### config.mk
export PLATFORM = sky130hd
export DESIGN_NAME = classify_sched_flat
export DESIGN_NICKNAME = d
export VERILOG_FILES = /design/src/rtl/classify_pkg.sv /design/src/rtl/classify_sched_if.sv /design/src/rtl/argmax_step.sv /design/src/rtl/classify_sched.sv /design/src/flat_wrapper.sv
export SDC_FILE = /design/constraint.sdc
export NUM_CORES = 1
export LEC_CHECK = 0
export BUFFER_PORTS_ARGS = -buffer_cell sky130_fd_sc_hd__buf_2
export CORE_AREA = 2 2 88 99
export DETAILED_ROUTE_END_ITERATION = 8
export DIE_AREA = 0 0 90 101
export PLACE_DENSITY = 0.75
export SYNTH_ARGS = -nofsm -noshare
export SYNTH_HDL_FRONTEND = slang
export SYNTH_SLANG_ARGS = --single-unit
### constraint.sdc
create_clock -name Clk -period 2.41 [get_ports Clk]
set_clock_uncertainty 0.1 [all_clocks]
set_input_delay 0.482 -clock Clk [delete_from_list [all_inputs] [get_ports Clk]]
set_output_delay 0.482 -clock Clk [all_outputs]
set_load 0.005 [all_outputs]
### src/rtl/classify_pkg.sv
`default_nettype none
// ============================================================================
// Module      : classify_pkg
// Description : Shared types and constants for the classify_sched argmax
//               scheduler: FSM state enum, default score width / class count,
//               index-width derivation and the Index reset constant.
// Revision    : 1.0 - initial release
// ============================================================================
package classify_pkg;

  localparam int DEFAULT_NUM_SIZE  = 26;
  localparam int DEFAULT_NUM_CLASS = 10;

  // Index width for a given class count; never narrower than one bit.
  function automatic int idx_width(input int num_class);
    return (num_class > 2) ? $clog2(num_class) : 1;
  endfunction

  localparam int DEFAULT_IDX_W = idx_width(DEFAULT_NUM_CLASS);

  // Reset value of Index: all ones, which is never a legal class at the
  // default class count.
  localparam logic [DEFAULT_IDX_W-1:0] INDEX_RESET = '1;

  typedef enum logic [0:0] {
    COLLECT = 1'b0,
    RESULT  = 1'b1
  } state_t;

endpackage
`default_nettype wire

### src/rtl/classify_sched_if.sv
`default_nettype none
// ============================================================================
// Module      : classify_sched_if
// Description : Score stream and result port of classify_sched.
//               slave  : the scheduler side
//               master : the neuron array / result consumer side
//   ScoreValid/ScoreReady/Score/ScoreLast : score beats, one per class
//   IndexValid/IndexReady/Index           : winning class handshake
//   ErrLen     : one-cycle frame-length error pulse
//   FrameCount : delivered results (wraps at 2^16)
//   MaxScore   : winning score, present only with CLASSIFY_MAXVAL_EN
// Macro       : CLASSIFY_MAXVAL_EN
// Revision    : 1.0 - initial release
// ============================================================================
interface classify_sched_if
  import classify_pkg::*;
#(
  parameter int NUM_SIZE  = DEFAULT_NUM_SIZE,
  parameter int NUM_CLASS = DEFAULT_NUM_CLASS,
  parameter int IDX_W     = idx_width(NUM_CLASS)
) ();

  logic                       ScoreValid;
  logic                       ScoreReady;
  logic signed [NUM_SIZE-1:0] Score;
  logic                       ScoreLast;
  logic                       IndexValid;
  logic                       IndexReady;
  logic [IDX_W-1:0]           Index;
  logic                       ErrLen;
  logic [15:0]                FrameCount;
`ifdef CLASSIFY_MAXVAL_EN
  logic signed [NUM_SIZE-1:0] MaxScore;
`endif

  modport slave (
    input  ScoreValid, Score, ScoreLast, IndexReady,
    output ScoreReady, IndexValid, Index, ErrLen, FrameCount
`ifdef CLASSIFY_MAXVAL_EN
    , MaxScore
`endif
  );

  modport master (
    output ScoreValid, Score, ScoreLast, IndexReady,
    input  ScoreReady, IndexValid, Index, ErrLen, FrameCount
`ifdef CLASSIFY_MAXVAL_EN
    , MaxScore
`endif
  );

endinterface
`default_nettype wire

### src/rtl/argmax_step.sv
`default_nettype none
// ============================================================================
// Module      : argmax_step
// Description : Combinational compare-and-select for one argmax step. The new
//               score replaces the running maximum only when strictly greater
//               (signed), so ties keep the earlier index.
//   i_cur_max / i_cur_idx     : running maximum and its class index
//   i_new_score / i_new_idx   : incoming score and its class index
//   o_nxt_max / o_nxt_idx     : updated maximum and index
// Revision    : 1.0 - initial release
// ============================================================================
module argmax_step #(
  parameter int NUM_SIZE = 26,
  parameter int IDX_W    = 4
) (
  input  wire logic signed [NUM_SIZE-1:0] i_cur_max,
  input  wire logic        [IDX_W-1:0]    i_cur_idx,
  input  wire logic signed [NUM_SIZE-1:0] i_new_score,
  input  wire logic        [IDX_W-1:0]    i_new_idx,
  output logic signed      [NUM_SIZE-1:0] o_nxt_max,
  output logic             [IDX_W-1:0]    o_nxt_idx
);

  logic w_take;

  assign w_take    = (i_new_score > i_cur_max);
  assign o_nxt_max = w_take ? i_new_score : i_cur_max;
  assign o_nxt_idx = w_take ? i_new_idx   : i_cur_idx;

endmodule
`default_nettype wire

### src/rtl/classify_sched.sv
`default_nettype none
// ============================================================================
// Module      : classify_sched
// Description : Sequential argmax scheduler. Takes NUM_CLASS signed scores per
//               frame (one per beat), tracks the running maximum and presents
//               the winning class on a valid/ready result port.
//   Clk         : rising-edge clock
//   GlobalReset : asynchronous active-low reset
//   Flush       : synchronous abort of the current frame / pending result
//   bus         : classify_sched_if.slave (score stream, result, status)
// Macro       : CLASSIFY_MAXVAL_EN adds the registered MaxScore output
// Revision    : 1.0 - initial release
// ============================================================================
module classify_sched
  import classify_pkg::*;
#(
  parameter int NUM_SIZE  = DEFAULT_NUM_SIZE,
  parameter int NUM_CLASS = DEFAULT_NUM_CLASS
) (
  input  wire logic        Clk,
  input  wire logic        GlobalReset,
  input  wire logic        Flush,
  classify_sched_if.slave  bus
);

  localparam int               IDX_W       = idx_width(NUM_CLASS);
  localparam logic [IDX_W-1:0] c_idx_reset = '1;
  localparam logic [IDX_W-1:0] c_last_beat = IDX_W'(NUM_CLASS - 1);

  state_t                     r_state,        w_state_nxt;
  logic        [IDX_W-1:0]    r_cnt,          w_cnt_nxt;
  logic signed [NUM_SIZE-1:0] r_max,          w_max_nxt;
  logic        [IDX_W-1:0]    r_idx,          w_idx_nxt;
  logic                       r_score_ready,  w_score_ready_nxt;
  logic                       r_index_valid,  w_index_valid_nxt;
  logic        [IDX_W-1:0]    r_index,        w_index_nxt;
  logic                       r_err_len,      w_err_len_nxt;
  logic        [15:0]         r_frame_count,  w_frame_count_nxt;
`ifdef CLASSIFY_MAXVAL_EN
  logic signed [NUM_SIZE-1:0] r_max_score,    w_max_score_nxt;
`endif

  logic                       w_beat;
  logic signed [NUM_SIZE-1:0] w_step_max;
  logic        [IDX_W-1:0]    w_step_idx;
  logic signed [NUM_SIZE-1:0] w_sel_max;
  logic        [IDX_W-1:0]    w_sel_idx;

  assign w_beat = bus.ScoreValid & r_score_ready;

  argmax_step #(
    .NUM_SIZE (NUM_SIZE),
    .IDX_W    (IDX_W)
  ) u_argmax_step (
    .i_cur_max   (r_max),
    .i_cur_idx   (r_idx),
    .i_new_score (bus.Score),
    .i_new_idx   (r_cnt),
    .o_nxt_max   (w_step_max),
    .o_nxt_idx   (w_step_idx)
  );

  // Beat 0 seeds the running max unconditionally; whatever the previous
  // frame left in r_max/r_idx must not take part in the compare.
  assign w_sel_max = (r_cnt == '0) ? bus.Score : w_step_max;
  assign w_sel_idx = (r_cnt == '0) ? '0        : w_step_idx;

  always_comb begin
    w_state_nxt       = r_state;
    w_cnt_nxt         = r_cnt;
    w_max_nxt         = r_max;
    w_idx_nxt         = r_idx;
    w_index_valid_nxt = r_index_valid;
    w_index_nxt       = r_index;
    w_err_len_nxt     = 1'b0;
    w_frame_count_nxt = r_frame_count;
`ifdef CLASSIFY_MAXVAL_EN
    w_max_score_nxt   = r_max_score;
`endif

    if (Flush) begin
      // Abort wins over any beat or result handshake in the same cycle.
      w_state_nxt       = COLLECT;
      w_cnt_nxt         = '0;
      w_index_valid_nxt = 1'b0;
    end else begin
      case (r_state)
        COLLECT: begin
          if (w_beat) begin
            w_max_nxt = w_sel_max;
            w_idx_nxt = w_sel_idx;
            if (r_cnt == c_last_beat) begin
              // Full frame: the result is delivered even if ScoreLast is
              // missing; the length error is flagged alongside it.
              w_state_nxt       = RESULT;
              w_cnt_nxt         = '0;
              w_index_valid_nxt = 1'b1;
              w_index_nxt       = w_sel_idx;
              w_err_len_nxt     = ~bus.ScoreLast;
`ifdef CLASSIFY_MAXVAL_EN
              w_max_score_nxt   = w_sel_max;
`endif
            end else if (bus.ScoreLast) begin
              // Short frame: drop it and start over.
              w_cnt_nxt     = '0;
              w_err_len_nxt = 1'b1;
            end else begin
              w_cnt_nxt = r_cnt + IDX_W'(1);
            end
          end
        end
        RESULT: begin
          if (bus.IndexReady) begin
            w_state_nxt       = COLLECT;
            w_index_valid_nxt = 1'b0;
            w_frame_count_nxt = r_frame_count + 16'd1;
          end
        end
        default: begin
          w_state_nxt = COLLECT;
          w_cnt_nxt   = '0;
        end
      endcase
    end

    w_score_ready_nxt = (w_state_nxt == COLLECT);
  end

  always_ff @(posedge Clk or negedge GlobalReset) begin
    if (!GlobalReset) begin
      r_state       <= COLLECT;
      r_cnt         <= '0;
      r_max         <= '0;
      r_idx         <= '0;
      r_score_ready <= 1'b0;
      r_index_valid <= 1'b0;
      r_index       <= c_idx_reset;
      r_err_len     <= 1'b0;
      r_frame_count <= '0;
`ifdef CLASSIFY_MAXVAL_EN
      r_max_score   <= '0;
`endif
    end else begin
      r_state       <= w_state_nxt;
      r_cnt         <= w_cnt_nxt;
      r_max         <= w_max_nxt;
      r_idx         <= w_idx_nxt;
      r_score_ready <= w_score_ready_nxt;
      r_index_valid <= w_index_valid_nxt;
      r_index       <= w_index_nxt;
      r_err_len     <= w_err_len_nxt;
      r_frame_count <= w_frame_count_nxt;
`ifdef CLASSIFY_MAXVAL_EN
      r_max_score   <= w_max_score_nxt;
`endif
    end
  end

  assign bus.ScoreReady = r_score_ready;
  assign bus.IndexValid = r_index_valid;
  assign bus.Index      = r_index;
  assign bus.ErrLen     = r_err_len;
  assign bus.FrameCount = r_frame_count;
`ifdef CLASSIFY_MAXVAL_EN
  assign bus.MaxScore   = r_max_score;
`endif

endmodule
`default_nettype wire

### src/flat_wrapper.sv
// flat-port wrapper written by rule: the top's interface ports become plain ports
module classify_sched_flat import classify_pkg::*;
#(
  parameter int NUM_SIZE  = DEFAULT_NUM_SIZE,
  parameter int NUM_CLASS = DEFAULT_NUM_CLASS
)
  (Clk, GlobalReset, Flush, bus_ScoreValid, bus_Score, bus_ScoreLast, bus_IndexReady, bus_ScoreReady, bus_IndexValid, bus_Index, bus_ErrLen, bus_FrameCount);
  classify_sched_if #(.NUM_SIZE(NUM_SIZE), .NUM_CLASS(NUM_CLASS)) bus_i ();
  input  wire logic Clk;
  input  wire logic GlobalReset;
  input  wire logic Flush;
  input wire logic [$bits(bus_i.ScoreValid)-1:0] bus_ScoreValid;
  input wire logic [$bits(bus_i.Score)-1:0] bus_Score;
  input wire logic [$bits(bus_i.ScoreLast)-1:0] bus_ScoreLast;
  input wire logic [$bits(bus_i.IndexReady)-1:0] bus_IndexReady;
  output wire logic [$bits(bus_i.ScoreReady)-1:0] bus_ScoreReady;
  output wire logic [$bits(bus_i.IndexValid)-1:0] bus_IndexValid;
  output wire logic [$bits(bus_i.Index)-1:0] bus_Index;
  output wire logic [$bits(bus_i.ErrLen)-1:0] bus_ErrLen;
  output wire logic [$bits(bus_i.FrameCount)-1:0] bus_FrameCount;
  assign bus_i.ScoreValid = bus_ScoreValid;
  assign bus_i.Score = bus_Score;
  assign bus_i.ScoreLast = bus_ScoreLast;
  assign bus_i.IndexReady = bus_IndexReady;
  assign bus_ScoreReady = bus_i.ScoreReady;
  assign bus_IndexValid = bus_i.IndexValid;
  assign bus_Index = bus_i.Index;
  assign bus_ErrLen = bus_i.ErrLen;
  assign bus_FrameCount = bus_i.FrameCount;
  classify_sched #(.NUM_SIZE(NUM_SIZE), .NUM_CLASS(NUM_CLASS)) u_core (.Clk(Clk), .GlobalReset(GlobalReset), .Flush(Flush), .bus(bus_i));
endmodule
==> results.ini <==
[run_status]
status = finished, violations left
violations = setup timing

[route]
ant_nets = 0
num_vias = 3947
wl_per_cell_um = 16.4
viasPerCell = 5.87
drt_iter0_markers = 262
drt-total-wl_um = 11000
drc_errors = 0
drtPass1Iterations = 6

[yosys]
synth_area_per_cell_um2 = 8.90
synthArstFlopShare_pct = 100
synth_seq_cells = 58
syn_inst = 463
synth_top_family_by_area = simple AND/OR/NAND/NOR gates
synthSimpleGateAreaFrac_pct = 22.8
synth_xor_area_share_pct = 3.61
yosysTopAreaCell = dfrtp_1
synth_compound_area_share_pct = 20.2
synth_top_area_share_pct = 32.8
yosysWarnings = 0
yosysUniqueCellTypes = 40
yosys_most_used_dff = dfrtp_1
yosysSeqAreaShare_pct = 35.4
synth_nets = 525
synthAdderAreaFrac_pct = 9.11
synth-edff-count = 0
synth.area.top_cells = dfrtp_1, nand3_1, ha_1
synth_mux_area_share_pct = 1.73
syn_area_um2 = 4120

[power]
p_sw_uw = 1980
p_leak_uw = 0.00250
p_total_uw = 5000
p_comb_share_pct = 49.9
p_per_area_nw_per_um2 = 930
power.internal_uw = 3030
seq_power_share_pct = 27.1
pwr-share-clk_pct = 23.0
switching_share_pct = 39.5
ir_worst_vdd_uv = 412

[sta]
slew_headroom_pct = 59.0
fin_crit_sh_pct = 101
fin_crit_ps = 2430
hold_viol_final = 0
whs_ps = 218
setup_viol_count_final = 4
slew_viol_final = 0
layout_setup_ws_ps = -17.4
max_freq_ghz = 0.412
rsz0062_at_grt = true
tightest_slew_ps = 614

[final_layout]
final_common_cell = nand3_1
layout.area.seq_um2 = 1460
n_fill_cell = 659
multi_input_area_um2 = 2630
fin_area_um2 = 5380
drive_above_1_share_pct = 35.1
syn_to_final_growth_pct = 30.7
layoutNonFillerInstCount = 672
n_antenna_cell = 0
num-nets-final = 618
layout_common_cells = nand3_1, buf_2, dfrtp_1

[floorplanning]
dieArea_um2 = 9090
fp-row-count = 35
coreArea_um2 = 8150
die_h_um = 101
die_w_um = 90
initial_core_util_pct = 50.6
io_pins = 55

[critical_path]
critPathTopFamily = simple AND/OR/NAND/NOR gates
criticalPathCategory = register to register
crit_chain = inv_1, ha_4, nand4_1, nor4_4, nor2_1, o2111a_2, buf_12, buf_8, mux2_4, nand2_1
max_stage_delay_ps = 370
rr_startpoint = u_core.r_max[21]$_DFFE_PN0P_
cp_max_fo = 6
crit_buf_inv = 3
rrSetupSlack_ps = -20
worstPathArrival_ps = 2630
cp-start-kind = register
required_ps = 2610
reg2reg_to = u_core.r_idx[0]$_DFFE_PN0P_
r2r.worst_path.cells = 10
crit_slowest_cell = dfrtp_1
critPathCaptureType = register

[placement]
globalplace.congestion = 0.843
post-place-ws_ps = -244
port_buffers = 54
dpl.cell_count = 635
place_hpwl_um = 6840
placed_cell_area_um2 = 4720

[hold_path]
min_from = bus_IndexReady
min_to = u_core.bus.IndexValid$_DFFE_PN0P_
hp-class = input port to register
worstHoldPathCells = 2

[clock_tree]
ctsRootBufferMaster = clkbuf_8
cts.clk_slew.worst_paths_ps = 70
cts_htree_levels = 3
cts_sinks = 58
cts_tree = done
cts_buffers = 9
clk_latency_ps = 360
cts_buffer_depth = 2

[global_route]
overflow = 0
grt_antenna_before_repair = 0
grt_max_degree = 59
grt_pass1_wl_um = 16800
track_usage_pct = 22.9
first_global_vias = 3653

[run]
drv_cap = 0

==> final cells by class <==
type,count,share of cell area [%]
clock buffer,9,2.30
clock inverter,7,2.32
inverter,33,2.30
multi-input combinational,341,48.8
sequential,58,27.1
tap,111,2.58
timing repair buffer,113,14.6
==> worst max path at each step <==
| stage | start | end | slack (ps) | depth (start not counted) |
|---|---|---|---|---|
| after floorplan | bus_Score[24] | u_core.r_max[0]$_DFFE_PN0P_ | 40 | 8 |
| after global placement | bus_Score[7] | u_core.r_max[21]$_DFFE_PN0P_ | -190 | 9 |
| after detailed placement | bus_Score[7] | u_core.r_max[21]$_DFFE_PN0P_ | -240 | 9 |
| after CTS | u_core.r_max[24]$_DFFE_PN0P_ | u_core.bus.Index[0]$_DFFE_PN1P_ | 5 | 9 |
| after global routing | u_core.r_max[18]$_DFFE_PN0P_ | u_core.r_idx[0]$_DFFE_PN0P_ | -140 | 10 |
| final | u_core.r_max[21]$_DFFE_PN0P_ | u_core.r_idx[0]$_DFFE_PN0P_ | -20 | 10 |
==> logic make-up after synthesis <==
| group | Yosys count |
|---|---|
| compound gates | 93 |
| buf+inv | 65 |
| mux | 6 |
| flops | 58 |
| xor+xnor | 17 |
| simple gates | 194 |
| fa+ha+maj | 30 |
==> metrics by stage <==
step | util, % | setup TNS [ps]
global placement | 57.9 | -4870
detailed placement | 57.9 | -6000
global route | 66.1 | -2540
finish | 66.1 | -40.6
CTS | 61.7 | 0
floorplan | - | 0
==> routing by layer <==
layer	part of all wire [%]	GRT usage (%)	up-vias
met1	42	28.0	1941
met3	4.4	4.41	22
met4	2.6	9.94	0
li1	-	-	1875
met2	51	39.6	109
met5	0	0	-
==> cell usage after synthesis (2+ instances only) <==
library cell / count
nand3_1: 82
dfrtp_1: 54
nand2_1: 51
inv_1: 33
ha_1: 30
o211ai_2: 25
o311a_1: 25
nor2_1: 24
clkbuf_1: 22
a21oi_1: 15
xnor2_1: 12
nand4_1: 11
o21ai_0: 8
buf_6: 7
nor3_1: 7
nand2b_1: 6
or3_1: 5
xor2_1: 5
a211oi_1: 4
dfstp_2: 4
o21ai_1: 4
and3_1: 3
mux2i_1: 3
o21a_1: 3
a22o_1: 2
buf_1: 2
mux2_4: 2
o31a_1: 2
==> worst reg2reg max path, cell delays in order, from the launching register on <==
cell and delay [ps]:
dfrtp_1 370, inv_1 90, ha_4 280, nand4_1 170, nor4_4 330, nor2_1 80, o2111a_2 340, buf_12 160
buf_8 130, mux2_4 290, nand2_1 50
==> power groups by stage <==
| stage | Sequential [uW] | Combinational [uW] | Clock, uW |
|---|---|---|---|
| final | 1360 | 2500 | 1150 |
| after global routing | 1380 | 2720 | 1230 |
| after CTS | 1340 | 2020 | 1170 |
| after detailed placement | 1360 | 1940 | 0 |
| after global placement | 1350 | 1880 | 0 |
| after floorplan | 1320 | 1500 | 0 |
==> registers in the layout, indices dropped and copies added (netlist names) <==
register,cells
u_core.bus.ErrLen,1
u_core.bus.FrameCount,16
u_core.bus.Index,4
u_core.bus.IndexValid,1
u_core.bus.ScoreReady,1
u_core.r_cnt,4
u_core.r_idx,4
u_core.r_max,26
u_core.r_state,1
==> timing repair <==
item	in CTS	in global routing
hold endpoints to repair	3	0
pin swaps	1	21
buffers inserted	2	16
gates resized for setup	5	41
cloned	0	5
endpoints found under the setup margin	14	33
hold buffers	1	0
Power figures use the tool's default switching activity.
